**src/rtl/punc_control.sv**
```systemverilog
// PUnC LC3 control unit: multi-cycle FSM sequencing fetch, decode and execute.
//
// Ports
//   clk, rst            rising-edge clock, asynchronous active-low reset
//   ir                  datapath instruction register
//   n, z, p             datapath condition flags
//   PC_*, IR_ld         PC mux selects and PC/IR strobes
//   addr_MEM_sel        memory address source (PC / ALU / store reg)
//   w_en_MEM            memory write enable
//   w_RF_sel            register-file write-back source (PC / mem / ALU)
//   r_addr_*_RF,
//   w_addr_RF, w_en_RF  register-file addresses and write enable
//   A_sel, B_sel        ALU operand selects
//   sext_sel, ALU_sel   sign-extension field and ALU operation
//   NZP_sel, N/Z/P_ld   flag source and flag load strobes
//   store_ld            load the indirect-address store register
//   halted              high in HALT
//   state_debug         current state encoding
//   instr_count         retired-instruction count (only with PUNC_INSTR_COUNT_EN)
//
// Optional feature: define PUNC_INSTR_COUNT_EN to add the instr_count output.
// Outputs are combinational from the state register and ir.

module punc_control #(
  // Documentation only; the datapath applies it when PC_clr is high.
  parameter logic [15:0] RESET_PC = 16'h0000
) (
  input  logic        clk,
  input  logic        rst,
  input  logic [15:0] ir,
  input  logic        n,
  input  logic        z,
  input  logic        p,
  output logic        PC_data_sel,
  output logic        PC_add_sel,
  output logic        PC_ld,
  output logic        PC_clr,
  output logic        PC_inc,
  output logic        IR_ld,
  output logic [1:0]  addr_MEM_sel,
  output logic        w_en_MEM,
  output logic [1:0]  w_RF_sel,
  output logic [2:0]  r_addr_0_RF,
  output logic [2:0]  r_addr_1_RF,
  output logic [2:0]  w_addr_RF,
  output logic        w_en_RF,
  output logic        A_sel,
  output logic        B_sel,
  output logic [1:0]  sext_sel,
  output logic [1:0]  ALU_sel,
  output logic        NZP_sel,
  output logic        N_ld,
  output logic        Z_ld,
  output logic        P_ld,
  output logic        store_ld,
  output logic        halted,
`ifdef PUNC_INSTR_COUNT_EN
  output logic [15:0] instr_count,
`endif
  output logic [2:0]  state_debug
);

  typedef enum logic [2:0] {
    StInit   = 3'd0,
    StFetch  = 3'd1,
    StDecode = 3'd2,
    StExec   = 3'd3,
    StExec2  = 3'd4,
    StHalt   = 3'd5
  } state_e;

  // Opcodes
  localparam logic [3:0] OpBr   = 4'b0000;
  localparam logic [3:0] OpAdd  = 4'b0001;
  localparam logic [3:0] OpLd   = 4'b0010;
  localparam logic [3:0] OpSt   = 4'b0011;
  localparam logic [3:0] OpJsr  = 4'b0100;
  localparam logic [3:0] OpAnd  = 4'b0101;
  localparam logic [3:0] OpLdr  = 4'b0110;
  localparam logic [3:0] OpStr  = 4'b0111;
  localparam logic [3:0] OpRti  = 4'b1000;
  localparam logic [3:0] OpNot  = 4'b1001;
  localparam logic [3:0] OpLdi  = 4'b1010;
  localparam logic [3:0] OpSti  = 4'b1011;
  localparam logic [3:0] OpJmp  = 4'b1100;
  localparam logic [3:0] OpRes  = 4'b1101;
  localparam logic [3:0] OpLea  = 4'b1110;
  localparam logic [3:0] OpTrap = 4'b1111;

  // Mux encodings
  localparam logic [1:0] AddrPc    = 2'b00;
  localparam logic [1:0] AddrAlu   = 2'b01;
  localparam logic [1:0] AddrStore = 2'b10;
  localparam logic [1:0] WbPc      = 2'b00;
  localparam logic [1:0] WbMem     = 2'b01;
  localparam logic [1:0] WbAlu     = 2'b10;
  localparam logic [1:0] SextImm5  = 2'b00;
  localparam logic [1:0] SextOff6  = 2'b01;
  localparam logic [1:0] SextOff9  = 2'b10;
  localparam logic [1:0] AluAdd    = 2'b00;
  localparam logic [1:0] AluAnd    = 2'b01;
  localparam logic [1:0] AluPassA  = 2'b10;
  localparam logic [1:0] AluNot    = 2'b11;

  state_e     state_q, state_d;
  logic [3:0] opcode;
  logic       br_taken;
  logic       flag_ld;

  assign opcode   = ir[15:12];
  assign br_taken = (ir[11] & n) | (ir[10] & z) | (ir[9] & p);

  // ir[4:3] carry no control information; RESET_PC is consumed by the datapath.
  logic unused_sig;
  assign unused_sig = ^{RESET_PC, ir[4:3]};

  // Next-state logic
  always_comb begin
    state_d = state_q;
    unique case (state_q)
      StInit:   state_d = StFetch;
      StFetch:  state_d = StDecode;
      StDecode: state_d = (opcode == OpTrap) ? StHalt : StExec;
      StExec:   state_d = (opcode == OpLdi || opcode == OpSti) ? StExec2 : StFetch;
      StExec2:  state_d = StFetch;
      StHalt:   state_d = StHalt;
      default:  state_d = StInit;
    endcase
  end

  always_ff @(posedge clk or negedge rst) begin
    if (!rst) begin
      state_q <= StInit;
    end else begin
      state_q <= state_d;
    end
  end

  // Control outputs
  always_comb begin
    PC_data_sel  = 1'b0;
    PC_add_sel   = 1'b0;
    PC_ld        = 1'b0;
    PC_clr       = 1'b0;
    PC_inc       = 1'b0;
    IR_ld        = 1'b0;
    addr_MEM_sel = AddrPc;
    w_en_MEM     = 1'b0;
    w_RF_sel     = WbPc;
    r_addr_0_RF  = 3'd0;
    r_addr_1_RF  = 3'd0;
    w_addr_RF    = 3'd0;
    w_en_RF      = 1'b0;
    A_sel        = 1'b0;
    B_sel        = 1'b0;
    sext_sel     = SextImm5;
    ALU_sel      = AluAdd;
    NZP_sel      = 1'b0;
    flag_ld      = 1'b0;
    store_ld     = 1'b0;
    halted       = 1'b0;

    unique case (state_q)
      StInit: PC_clr = 1'b1;

      // Memory read is combinational: IR captures mem[PC] as PC increments.
      StFetch: begin
        addr_MEM_sel = AddrPc;
        IR_ld        = 1'b1;
        PC_inc       = 1'b1;
      end

      StDecode: ;

      StExec: begin
        unique case (opcode)
          OpAdd, OpAnd: begin
            r_addr_0_RF = ir[8:6];
            A_sel       = 1'b1;
            ALU_sel     = (opcode == OpAnd) ? AluAnd : AluAdd;
            if (ir[5]) begin
              B_sel    = 1'b1;
              sext_sel = SextImm5;
            end else begin
              r_addr_1_RF = ir[2:0];
            end
            w_RF_sel  = WbAlu;
            w_addr_RF = ir[11:9];
            w_en_RF   = 1'b1;
            flag_ld   = 1'b1;
          end

          OpNot: begin
            r_addr_0_RF = ir[8:6];
            A_sel       = 1'b1;
            ALU_sel     = AluNot;
            w_RF_sel    = WbAlu;
            w_addr_RF   = ir[11:9];
            w_en_RF     = 1'b1;
            flag_ld     = 1'b1;
          end

          OpBr: begin
            if (br_taken) begin
              PC_add_sel = 1'b1;
              PC_ld      = 1'b1;
            end
          end

          OpJmp: begin
            r_addr_0_RF = ir[8:6];
            A_sel       = 1'b1;
            ALU_sel     = AluPassA;
            PC_data_sel = 1'b1;
            PC_ld       = 1'b1;
          end

          // R7 takes the pre-jump PC at the same edge the PC loads, so JSRR R7
          // still reads the old R7 as its base.
          OpJsr: begin
            w_RF_sel  = WbPc;
            w_addr_RF = 3'd7;
            w_en_RF   = 1'b1;
            PC_ld     = 1'b1;
            if (!ir[11]) begin
              r_addr_0_RF = ir[8:6];
              A_sel       = 1'b1;
              ALU_sel     = AluPassA;
              PC_data_sel = 1'b1;
            end
          end

          OpLd, OpLea: begin
            B_sel     = 1'b1;
            sext_sel  = SextOff9;
            w_addr_RF = ir[11:9];
            w_en_RF   = 1'b1;
            flag_ld   = 1'b1;
            if (opcode == OpLd) begin
              addr_MEM_sel = AddrAlu;
              w_RF_sel     = WbMem;
              NZP_sel      = 1'b1;
            end else begin
              w_RF_sel = WbAlu;
            end
          end

          OpLdr: begin
            r_addr_0_RF  = ir[8:6];
            A_sel        = 1'b1;
            B_sel        = 1'b1;
            sext_sel     = SextOff6;
            addr_MEM_sel = AddrAlu;
            w_RF_sel     = WbMem;
            w_addr_RF    = ir[11:9];
            w_en_RF      = 1'b1;
            NZP_sel      = 1'b1;
            flag_ld      = 1'b1;
          end

          OpSt: begin
            B_sel        = 1'b1;
            sext_sel     = SextOff9;
            r_addr_1_RF  = ir[11:9];
            addr_MEM_sel = AddrAlu;
            w_en_MEM     = 1'b1;
          end

          OpStr: begin
            r_addr_0_RF  = ir[8:6];
            A_sel        = 1'b1;
            B_sel        = 1'b1;
            sext_sel     = SextOff6;
            r_addr_1_RF  = ir[11:9];
            addr_MEM_sel = AddrAlu;
            w_en_MEM     = 1'b1;
          end

          // First half of an indirect access: latch mem[PC+off9] as the address.
          OpLdi, OpSti: begin
            B_sel        = 1'b1;
            sext_sel     = SextOff9;
            addr_MEM_sel = AddrAlu;
            w_RF_sel     = WbMem;
            store_ld     = 1'b1;
          end

          OpRti, OpRes, OpTrap: ;

          default: ;
        endcase
      end

      StExec2: begin
        addr_MEM_sel = AddrStore;
        if (opcode == OpLdi) begin
          w_RF_sel  = WbMem;
          w_addr_RF = ir[11:9];
          w_en_RF   = 1'b1;
          NZP_sel   = 1'b1;
          flag_ld   = 1'b1;
        end else if (opcode == OpSti) begin
          r_addr_1_RF = ir[11:9];
          w_en_MEM    = 1'b1;
        end
      end

      StHalt: halted = 1'b1;

      default: ;
    endcase
  end

  assign N_ld        = flag_ld;
  assign Z_ld        = flag_ld;
  assign P_ld        = flag_ld;
  assign state_debug = state_q;

`ifdef PUNC_INSTR_COUNT_EN
  logic [15:0] count_q, count_d;
  logic        retire;

  // An instruction retires when control returns to FETCH from execution.
  always_comb begin
    retire  = (state_q == StExec || state_q == StExec2) && (state_d == StFetch);
    count_d = retire ? count_q + 16'd1 : count_q;
  end

  always_ff @(posedge clk or negedge rst) begin
    if (!rst) begin
      count_q <= 16'd0;
    end else begin
      count_q <= count_d;
    end
  end

  assign instr_count = count_q;
`endif

endmodule

```
**config.mk**
```make
export PLATFORM = sky130hd
export DESIGN_NAME = punc_control
export DESIGN_NICKNAME = d
export VERILOG_FILES = /design/src/rtl/punc_control.sv
export SDC_FILE = /design/constraint.sdc
export NUM_CORES = 1
export LEC_CHECK = 0
export ABC_AREA = 1
export ABC_CLOCK_PERIOD_IN_PS = 1900
export CELL_PAD_IN_SITES_DETAIL_PLACEMENT = 0
export CELL_PAD_IN_SITES_GLOBAL_PLACEMENT = 1
export CORE_MARGIN = 5
export CORE_UTILIZATION = 21
export DETAILED_ROUTE_END_ITERATION = 10
export GPL_TIMING_DRIVEN = 0
export PLACE_DENSITY_LB_ADDON = 0.3
export SETUP_SLACK_MARGIN = 0.3
export SYNTH_ARGS = -nofsm -noshare
export SYNTH_HDL_FRONTEND = slang
export SYNTH_SLANG_ARGS = --single-unit
export TNS_END_PERCENT = 20
```
**constraint.sdc**
```tcl
create_clock -name clk -period 1.9 [get_ports clk]
set_input_delay 0.38 -clock clk [delete_from_list [all_inputs] [get_ports clk]]
set_output_delay 0.38 -clock clk [all_outputs]
set_load 0.02 [all_outputs]
```
==> flow_metrics.env, run 1 <==
export IMPL_hold_buffers=0
export IMPL_grt_util_met1_pct=14.2
export IMPL_max_stage_delay_ps=420
export IMPL_yosysMostFrequentCell="nand2_1"
export IMPL_dieArea_mm2=0.00452
export IMPL_grt_pass1_wl_um=4310
export IMPL_syn_to_final_growth_pct=113
export IMPL_cts_buffers_inserted=3
export IMPL_ys_types=19
export IMPL_die_y_um=67.2
export IMPL_coreArea_mm2=0.00310
export IMPL_clock_sinks=3
export IMPL_arrival_ps=1480
export IMPL_netlist_area_leader_share_pct=21.3
export IMPL_io_buffers=52
export IMPL_period_share_pct=97.6
export IMPL_syn_avg_cell_area_um2=5.46
export IMPL_gr_usage_all_layers_pct=12.0
export IMPL_antenna_found_initial=0
export IMPL_multi_input_area_um2=616
export IMPL_met2_usage_pct=21.2
export IMPL_crit_chain="nand2_2 > nor2_4 > buf_4 > nand3_2 > nand2_2 > nor2_4 > inv_1 > buf_2"
export IMPL_hold_ws_ps=331
export IMPL_end_kind="output pin"
export IMPL_top_usage_layer="met2"
export IMPL_synth_seq_area_share_pct=10.9
export IMPL_antenna_left=0
export IMPL_vias_per_cell=4.20
export IMPL_gp_congestion=0.775
export IMPL_vias=999
export IMPL_synth_flop_cell="dfrtp_1"
export IMPL_largest_reg_flops=3
export IMPL_finClkSkew_ps=2.29
export IMPL_required_ps=1520
export IMPL_route_detailed_drc=0
export IMPL_vdd_drop_max_mv=0.435
export IMPL_ys_top_cells_by_area="nand2_1 21%, dfrtp_1 11%, nand3_1 11%, inv_1 8.7%, nor2_1 7.6%"
export IMPL_dr_first_iter_drc_count=46
export IMPL_grt_overflow_total=0
export IMPL_critPathLaunchType="register"
export IMPL_rr_startpoint="state_debug[0]"
export IMPL_outcome="finished clean"
export IMPL_maxCapViolCount=0
export IMPL_htree_levels=1
export IMPL_cp_max_fo=5
export IMPL_slew_headroom_pct=78.4
export IMPL_initial_utilization_pct=22.2
export IMPL_final_net_count=216
export IMPL_synth_top_area_cell="nand2_1"
export IMPL_grt_pass1_vias=985
export IMPL_clock_latency_ps=230
export IMPL_dpl_hpwl_um=2190
export IMPL_hold_viol=0
export IMPL_worstReg2RegEnd="state_debug[0]"
export IMPL_r2r_slack_ps=640
export IMPL_clk_path_buf_depth=2
export IMPL_drive_above_1_share_pct=51.5
export IMPL_syn_nets=147
export IMPL_clkTransAtPathRegs_ps=40
export IMPL_diodes=0
export IMPL_ys_ff_latch=3
export IMPL_synthCells=126
export IMPL_dr_pass1_iters=4
export IMPL_cpMaxStageDelayCell="dfrtp_2"
export IMPL_cts_root_buf="clkbuf_4"
export IMPL_totalPowerFinal_mw=1.32
export IMPL_reg2reg_depth=7
export IMPL_n_fill_cell=350
export IMPL_seq_area_um2=78.8
export IMPL_maxSlewViolCount=0
export IMPL_drt_wl_total_um=2720
export IMPL_power_density_mw_per_mm2=902
export IMPL_synthTopCellsByCount="39 x nand2_1, 16 x inv_1, 15 x nand3_1"
export IMPL_p_leak_nw=0.829
export IMPL_ioPinCount=57
export IMPL_ys_warn_count=0
export IMPL_cts_tree="yes"
export IMPL_hp_class="input port to asynchronous set/reset pin"
export IMPL_met3_usage_pct=3.00
export IMPL_wire_per_inst_um=11.4
export IMPL_async_flop_share_pct=100
export IMPL_worstSetupPathType="register to output pin"
export IMPL_fin_crit_ps=1860
export IMPL_timing_fmax_ghz=0.539
export IMPL_row_count=20
export IMPL_die_w_um=67.2
export IMPL_rsz0062_at_grt="true"
export IMPL_worstMarginPinSlew_ps=321
export IMPL_synth_edf_count=0
export IMPL_synth_area_um2=688
export IMPL_grt_max_degree=9
export IMPL_setup_violations=0
## per-stage QoR
step / instances / util [%] / area, um^2 / setup TNS (ps) / worst slack, ps
after floorplan: 126 / - / 753 / 0 / 255
after global placement: 222 / 42.8 / 1330 / -20110 / -863
after detailed placement: 222 / 42.8 / 1330 / -20130 / -853
after CTS: 234 / 45.3 / 1410 / 0 / 11.2
after global routing: 238 / 47.3 / 1470 / -299 / -70.0
final: 238 / 47.3 / 1470 / 0 / 45.0
## repair_timing
item / 4_1_cts / 5_1_grt
setup endpoints to repair: 36 / 36
cloned: 1 / 0
gates resized for setup: 124 / 81
buffers inserted: 7 / 4
pin swaps: 6 / 7
endpoints found under the hold margin: 0 / 0
## worst max-delay path, delay by kind of cell, from the launching register on
kind | cells | cell delay [ps]
buf+inv | 3 | 350
flops | 1 | 420
simple gates | 5 | 490
## power breakdown
group          switching [mW]  leakage [nW]  internal, mW  total [mW]
sequential             0.0355        0.0337        0.0967       0.132
clock                  0.0321        0.0150        0.0786       0.111
combinational           0.595         0.781         0.487        1.08
## kinds of logic after synthesis
group,Yosys count,share of synthesized area [%]
simple gates,85,61.8
buf+inv,26,18.0
compound gates,12,9.27
flops,3,10.9
## cells in the final DEF, fill, tap and decap left out, types with 2 or more instances in the layout
| cell type | n |
|---|---|
| buf_4 | 28 |
| nand2_1 | 27 |
| nand2_2 | 14 |
| nand3_1 | 13 |
| clkdlybuf4s50_1 | 12 |
| inv_2 | 5 |
| nand2_4 | 2 |
| dlymetal6s2s_1 | 3 |
| a21oi_2 | 2 |
| inv_1 | 13 |
| nand4_1 | 3 |
| dfrtp_2 | 3 |
| clkbuf_4 | 4 |
| buf_2 | 7 |
| o21ai_0 | 4 |
| buf_6 | 15 |
| a21oi_1 | 5 |
| nor2_4 | 10 |
| dlygate4sd2_1 | 3 |
| nor2_8 | 2 |
| nor2_1 | 7 |
| nor3_1 | 2 |
| nand3_2 | 2 |
## metal layers
layer | wire length (um) | vias to the layer above
li1 | - | 534
met1 | 1130 | 434
met2 | 1330 | 31
met3 | 252 | 0
met4 | 0 | 0
met5 | 0 | -
## cell type report
class	instances	share of cell area, %
plain buffers	6	3.58
clock buffers	4	1.79
inverters	20	5.62
multi-input cells	97	41.9
flip-flops and latches	3	5.37
well taps	44	3.75
repair buffers	64	38.0
## worst max path at each step
stage / start / to / slack [ps]
floorplan: state_debug[2] / PC_inc / 260
global placement: ir[13] / r_addr_0_RF[1] / -860
detailed placement: ir[13] / A_sel / -850
CTS: state_debug[0] / w_addr_RF[1] / 10
global route: state_debug[2] / w_addr_RF[0] / -70
finish: state_debug[0] / A_sel / 40
Power figures use the tool's default switching activity.
==> run 2, diff against run 1 <==
TNS_END_PERCENT = not set   (was 20)
==> run 2 against run 1 <==
Against the previous run: critical path depth shrank 2; core utilization grew 7.2 points; combinational power grew 27%; first-iteration DRC count shrank 52%; global-route usage grew 2.3 points; clock power grew 11%; wire length grew 18%; design area grew 15%; worst setup slack lost 37 ps; final cell count grew 4.2%; fmax shrank 2.0%; largest cell class is now non-clock buffers.
==> flow_metrics.env, run 2 (synthesis results as in run 1) <==
export IMPL_outcome="finished clean"
export IMPL_final_common_cell="buf_6"
export IMPL_dr_pass1_iters=4
export IMPL_critPathLaunchType="register"
export IMPL_slew_headroom_pct=78.8
export IMPL_syn_to_final_growth_pct=146
export IMPL_final_cell_mix="33 x buf_6, 27 x nand2_1, 27 x buf_4"
export IMPL_maxSlewViolCount=0
export IMPL_coreArea_mm2=0.00310
export IMPL_htree_levels=1
export IMPL_dpl_hpwl_um=2250
export IMPL_cp_max_fo=5
export IMPL_hold_ws_ps=314
export IMPL_setup_violations=0
export IMPL_clk_path_buf_depth=2
export IMPL_grt_pass1_wl_um=5090
export IMPL_instances_no_fill=248
export IMPL_ioPinCount=57
export IMPL_arrival_ps=1510
export IMPL_fin_crit_ps=1890
export IMPL_vdd_drop_max_mv=0.405
export IMPL_grt_overflow_total=0
export IMPL_maxCapViolCount=0
export IMPL_initial_utilization_pct=22.2
export IMPL_power_density_mw_per_mm2=962
export IMPL_drt_wl_total_um=3210
export IMPL_grt_max_degree=9
export IMPL_rsz0062_at_grt="true"
export IMPL_vias_per_cell=4.44
export IMPL_gp_congestion=0.738
export IMPL_hp_class="input port to asynchronous set/reset pin"
export IMPL_dr_first_iter_drc_count=22
export IMPL_hold_viol=0
export IMPL_gr_usage_all_layers_pct=14.3
export IMPL_largest_reg_flops=3
export IMPL_diodes=0
export IMPL_period_share_pct=99.6
export IMPL_timing_fmax_ghz=0.529
export IMPL_cts_tree="yes"
export IMPL_row_count=20
export IMPL_multi_input_area_um2=687
export IMPL_clock_latency_ps=240
export IMPL_dieArea_mm2=0.00452
export IMPL_required_ps=1520
export IMPL_clkTransAtPathRegs_ps=40
export IMPL_seq_area_um2=78.8
export IMPL_clock_sinks=3
export IMPL_antenna_left=0
export IMPL_place_inst=222
export IMPL_die_w_um=67.2
export IMPL_grt_pass1_vias=1110
export IMPL_io_buffers=52
export IMPL_wire_per_inst_um=12.9
export IMPL_antenna_found_initial=0
export IMPL_final_net_count=226
export IMPL_route_detailed_drc=0
export IMPL_die_y_um=67.2
export IMPL_p_leak_nw=0.895
export IMPL_worstSetupPathType="register to output pin"
export IMPL_end_kind="output pin"
export IMPL_n_fill_cell=319
export IMPL_cts_buffers_inserted=3
export IMPL_cts_root_buf="clkbuf_4"
export IMPL_drive_above_1_share_pct=60.3
export IMPL_final_util_pct=54.5
export IMPL_vias=1102
export IMPL_finClkSkew_ps=3.66
export IMPL_worstMarginPinSlew_ps=316
## run 2: cell types whose count changed in the layout (fill, tap and decap cells not counted), moves of 4 or more
cell,change
dlygate4sd2_1,+5
buf_6,+18
clkdlybuf4s50_1,-4
nand2_2,-4
nand2_4,+4
buf_2,-5
## run 2: routing by layer
| metal | wire, um | GRT usage, % |
|---|---|---|
| met5 | 0 | 0 |
| met4 | 17 | 3.80 |
| met3 | 221 | 3.66 |
| met2 | 1600 | 24.2 |
| met1 | 1370 | 18.0 |
## run 2: final cells by class
class,instances,area share [%]
inverter,20,5.03
timing repair buffer,74,41.3
tap,44,3.25
clock buffer,4,1.55
buffer,6,3.55
multi-input combinational,97,40.6
sequential,3,4.66
## run 2: stage by stage
step / instance area, um^2 / TNS, ps / power [mW] / setup WS, ps
floorplan: 759 / 0 / 0.681 / 301
global placement: 1340 / -20740 / 1.07 / -885
detailed placement: 1340 / -20510 / 1.07 / -865
CTS: 1510 / -30.0 / 1.39 / -10.8
global route: 1690 / -522 / 1.73 / -114
finish: 1690 / 0 / 1.63 / 7.99
## run 2: critical path, stage by stage (launching register included)
cell	delay (ps)
dfrtp_2	410
nand2_2	80
nor2_4	190
buf_6	150
nand4_1	200
nand2_2	130
buf_6	120
## run 2: path summary, 6_finish.rpt
path,to,cells after the start,slack (ps),startpoint
setup / recovery,w_addr_RF[1],6,8,state_debug[0]
hold reg to reg,state_debug[1],2,640,state_debug[1]
min in group clk,state_debug[2],3,460,ir[12]
max in group asynchronous,state_debug[2],1,1430,rst
hold / removal,state_debug[1],1,310,rst
setup reg to reg,state_debug[1],6,430,state_debug[0]
## run 2: timing repair
item / in CTS / in global routing
gates cloned: 1 / 0
endpoints found under the hold margin: 0 / 0
hold buffers: 0 / 0
setup buffers: 10 / 11
pin swaps: 10 / 5
endpoints found under the setup margin: 36 / 33
resized for setup: 220 / 40
## run 2: power by group
| group | leakage (nW) | internal (mW) | switching, mW |
|---|---|---|---|
| combinational | 0.846 | 0.648 | 0.718 |
| sequential | 0.0337 | 0.0965 | 0.0423 |
| clock | 0.0150 | 0.0794 | 0.0435 |
==> run 3, diff against run 2 <==
SKIP_LAST_GASP = 1   (was not set)
==> run 3 against run 2 <==
Against the previous run: sequential share of layout area shrank 0.14 points; critical endpoint is now w_addr_RF[0]; the flow now finishes with violations (setup timing); largest cell class unchanged; design area grew 3.2%; critical path depth unchanged; die area is the same; sequential power down 3%; wire length grew 3.1%; via count up 1.9%.
==> flow_metrics.env, run 3 (synthesis results as in run 1) <==
export IMPL_end_kind="output pin"
export IMPL_vdd_drop_max_mv=0.400
export IMPL_syn_to_final_growth_pct=154
export IMPL_hp_class="input port to asynchronous set/reset pin"
export IMPL_p_leak_nw=0.940
export IMPL_timing_fmax_ghz=0.523
export IMPL_io_buffers=52
export IMPL_arrival_ps=1530
export IMPL_setup_violations=3
export IMPL_htree_levels=1
export IMPL_maxCapViolCount=0
export IMPL_final_net_count=230
export IMPL_grt_pass1_vias=1119
export IMPL_hold_viol=0
export IMPL_initial_utilization_pct=22.2
export IMPL_grt_max_degree=9
export IMPL_totalPowerFinal_mw=1.69
export IMPL_period_share_pct=101
export IMPL_dpl_hpwl_um=2250
export IMPL_worstSetupPathType="register to output pin"
export IMPL_max_stage_delay_ps=400
export IMPL_power_density_mw_per_mm2=968
export IMPL_cts_buffers_inserted=3
export IMPL_n_fill_cell=312
export IMPL_hold_buffers=0
export IMPL_diodes=0
export IMPL_cts_tree="yes"
export IMPL_antenna_left=0
export IMPL_required_ps=1520
export IMPL_route_detailed_drc=0
export IMPL_postLayoutSetupSlackWorst_ps=-10.5
export IMPL_ioPinCount=57
export IMPL_final_common_cell="buf_6"
export IMPL_row_count=20
export IMPL_final_cell_mix="34 x buf_6, 26 x buf_4, 22 x nand2_1"
export IMPL_vias_per_cell=4.46
export IMPL_grt_pass1_wl_um=5070
export IMPL_maxSlewViolCount=0
export IMPL_clk_path_buf_depth=2
export IMPL_dr_first_iter_drc_count=24
export IMPL_largest_reg_flops=3
export IMPL_clock_sinks=3
export IMPL_cpMaxStageDelayCell="dfrtp_2"
export IMPL_wire_per_inst_um=13.1
export IMPL_die_y_um=67.2
export IMPL_outcome="complete, but fails checks"
export IMPL_drt_wl_total_um=3310
export IMPL_die_w_um=67.2
export IMPL_antenna_found_initial=0
export IMPL_cpLargestDelayFamily="simple AND/OR/NAND/NOR gates"
export IMPL_clock_latency_ps=250
export IMPL_clkTransAtPathRegs_ps=40
export IMPL_worst_path_buf_inv=2
export IMPL_finClkSkew_ps=2.45
export IMPL_crit_chain="nand2_2 > nor2_4 > buf_6 > nand4_1 > nand2_2 > buf_6"
export IMPL_gr_usage_all_layers_pct=14.3
export IMPL_drive_above_1_share_pct=62.0
export IMPL_slew_headroom_pct=80.5
export IMPL_grt_overflow_total=0
export IMPL_rsz0062_at_grt="true"
export IMPL_cts_root_buf="clkbuf_4"
export IMPL_dr_pass1_iters=4
export IMPL_hold_ws_ps=312
export IMPL_vias=1123
export IMPL_critPathLaunchType="register"
export IMPL_dieArea_mm2=0.00452
export IMPL_fin_crit_ps=1910
export IMPL_coreArea_mm2=0.00310
export IMPL_violations="setup timing"
export IMPL_gp_congestion=0.738
export IMPL_cp_max_fo=4
export IMPL_worstMarginPinSlew_ps=290
-- run 3: final timing paths --
| kind | slack, ps | end | cells after the start | from |
|---|---|---|---|---|
| max | -10 | w_addr_RF[0] | 6 | state_debug[0] |
| min in group clk | 450 | state_debug[2] | 3 | ir[12] |
| max reg2reg | 560 | state_debug[1] | 5 | state_debug[0] |
| min reg2reg | 630 | state_debug[1] | 2 | state_debug[1] |
| max in group asynchronous | 1430 | state_debug[2] | 1 | rst |
| min | 310 | state_debug[1] | 1 | rst |
-- run 3: through the flow --
step | setup WS, ps | cells | area [um^2] | util [%] | setup TNS [ps]
2_1_floorplan | 301 | 126 | 759 | - | 0
6_report | -10.5 | 252 | 1750 | 56.3 | -22.5
3_5_place_dp | -865 | 222 | 1340 | 43.0 | -20510
3_3_place_gp | -885 | 222 | 1340 | 43.0 | -20740
4_1_cts | -10.8 | 237 | 1460 | 46.9 | -30.0
5_1_grt | -92.1 | 252 | 1750 | 56.3 | -672
-- run 3: layout make-up --
type	instances	area, um^2	share of cell area [%]
timing repair buffer	78	751	43.0
sequential	3	78.8	4.52
tap	44	55.1	3.15
clock buffer	4	26.3	1.51
multi-input combinational	97	684	39.2
inverter	20	90.1	5.16
buffer	6	60.1	3.44
-- run 3: layer usage --
metal,global-route usage (%),vias up,wire length (um)
met5,0,-,0
met1,17.0,516,1390
met2,25.0,46,1670
li1,-,557,-
met3,3.83,4,224
met4,4.30,0,31
-- run 3: repair_timing --
| action | CTS | global route |
|---|---|---|
| gates cloned | 1 | 0 |
| pin swaps | 10 | 18 |
| gates resized for setup | 201 | 62 |
| setup endpoints to repair | 36 | 33 |
| setup buffers | 10 | 15 |
-- run 3: power by group --
part / internal, mW / switching [mW] / leakage [nW] / total [mW]
logic: 0.700 / 0.731 / 0.891 / 1.43
registers: 0.0966 / 0.0385 / 0.0337 / 0.135
clock network: 0.0794 / 0.0440 / 0.0150 / 0.123
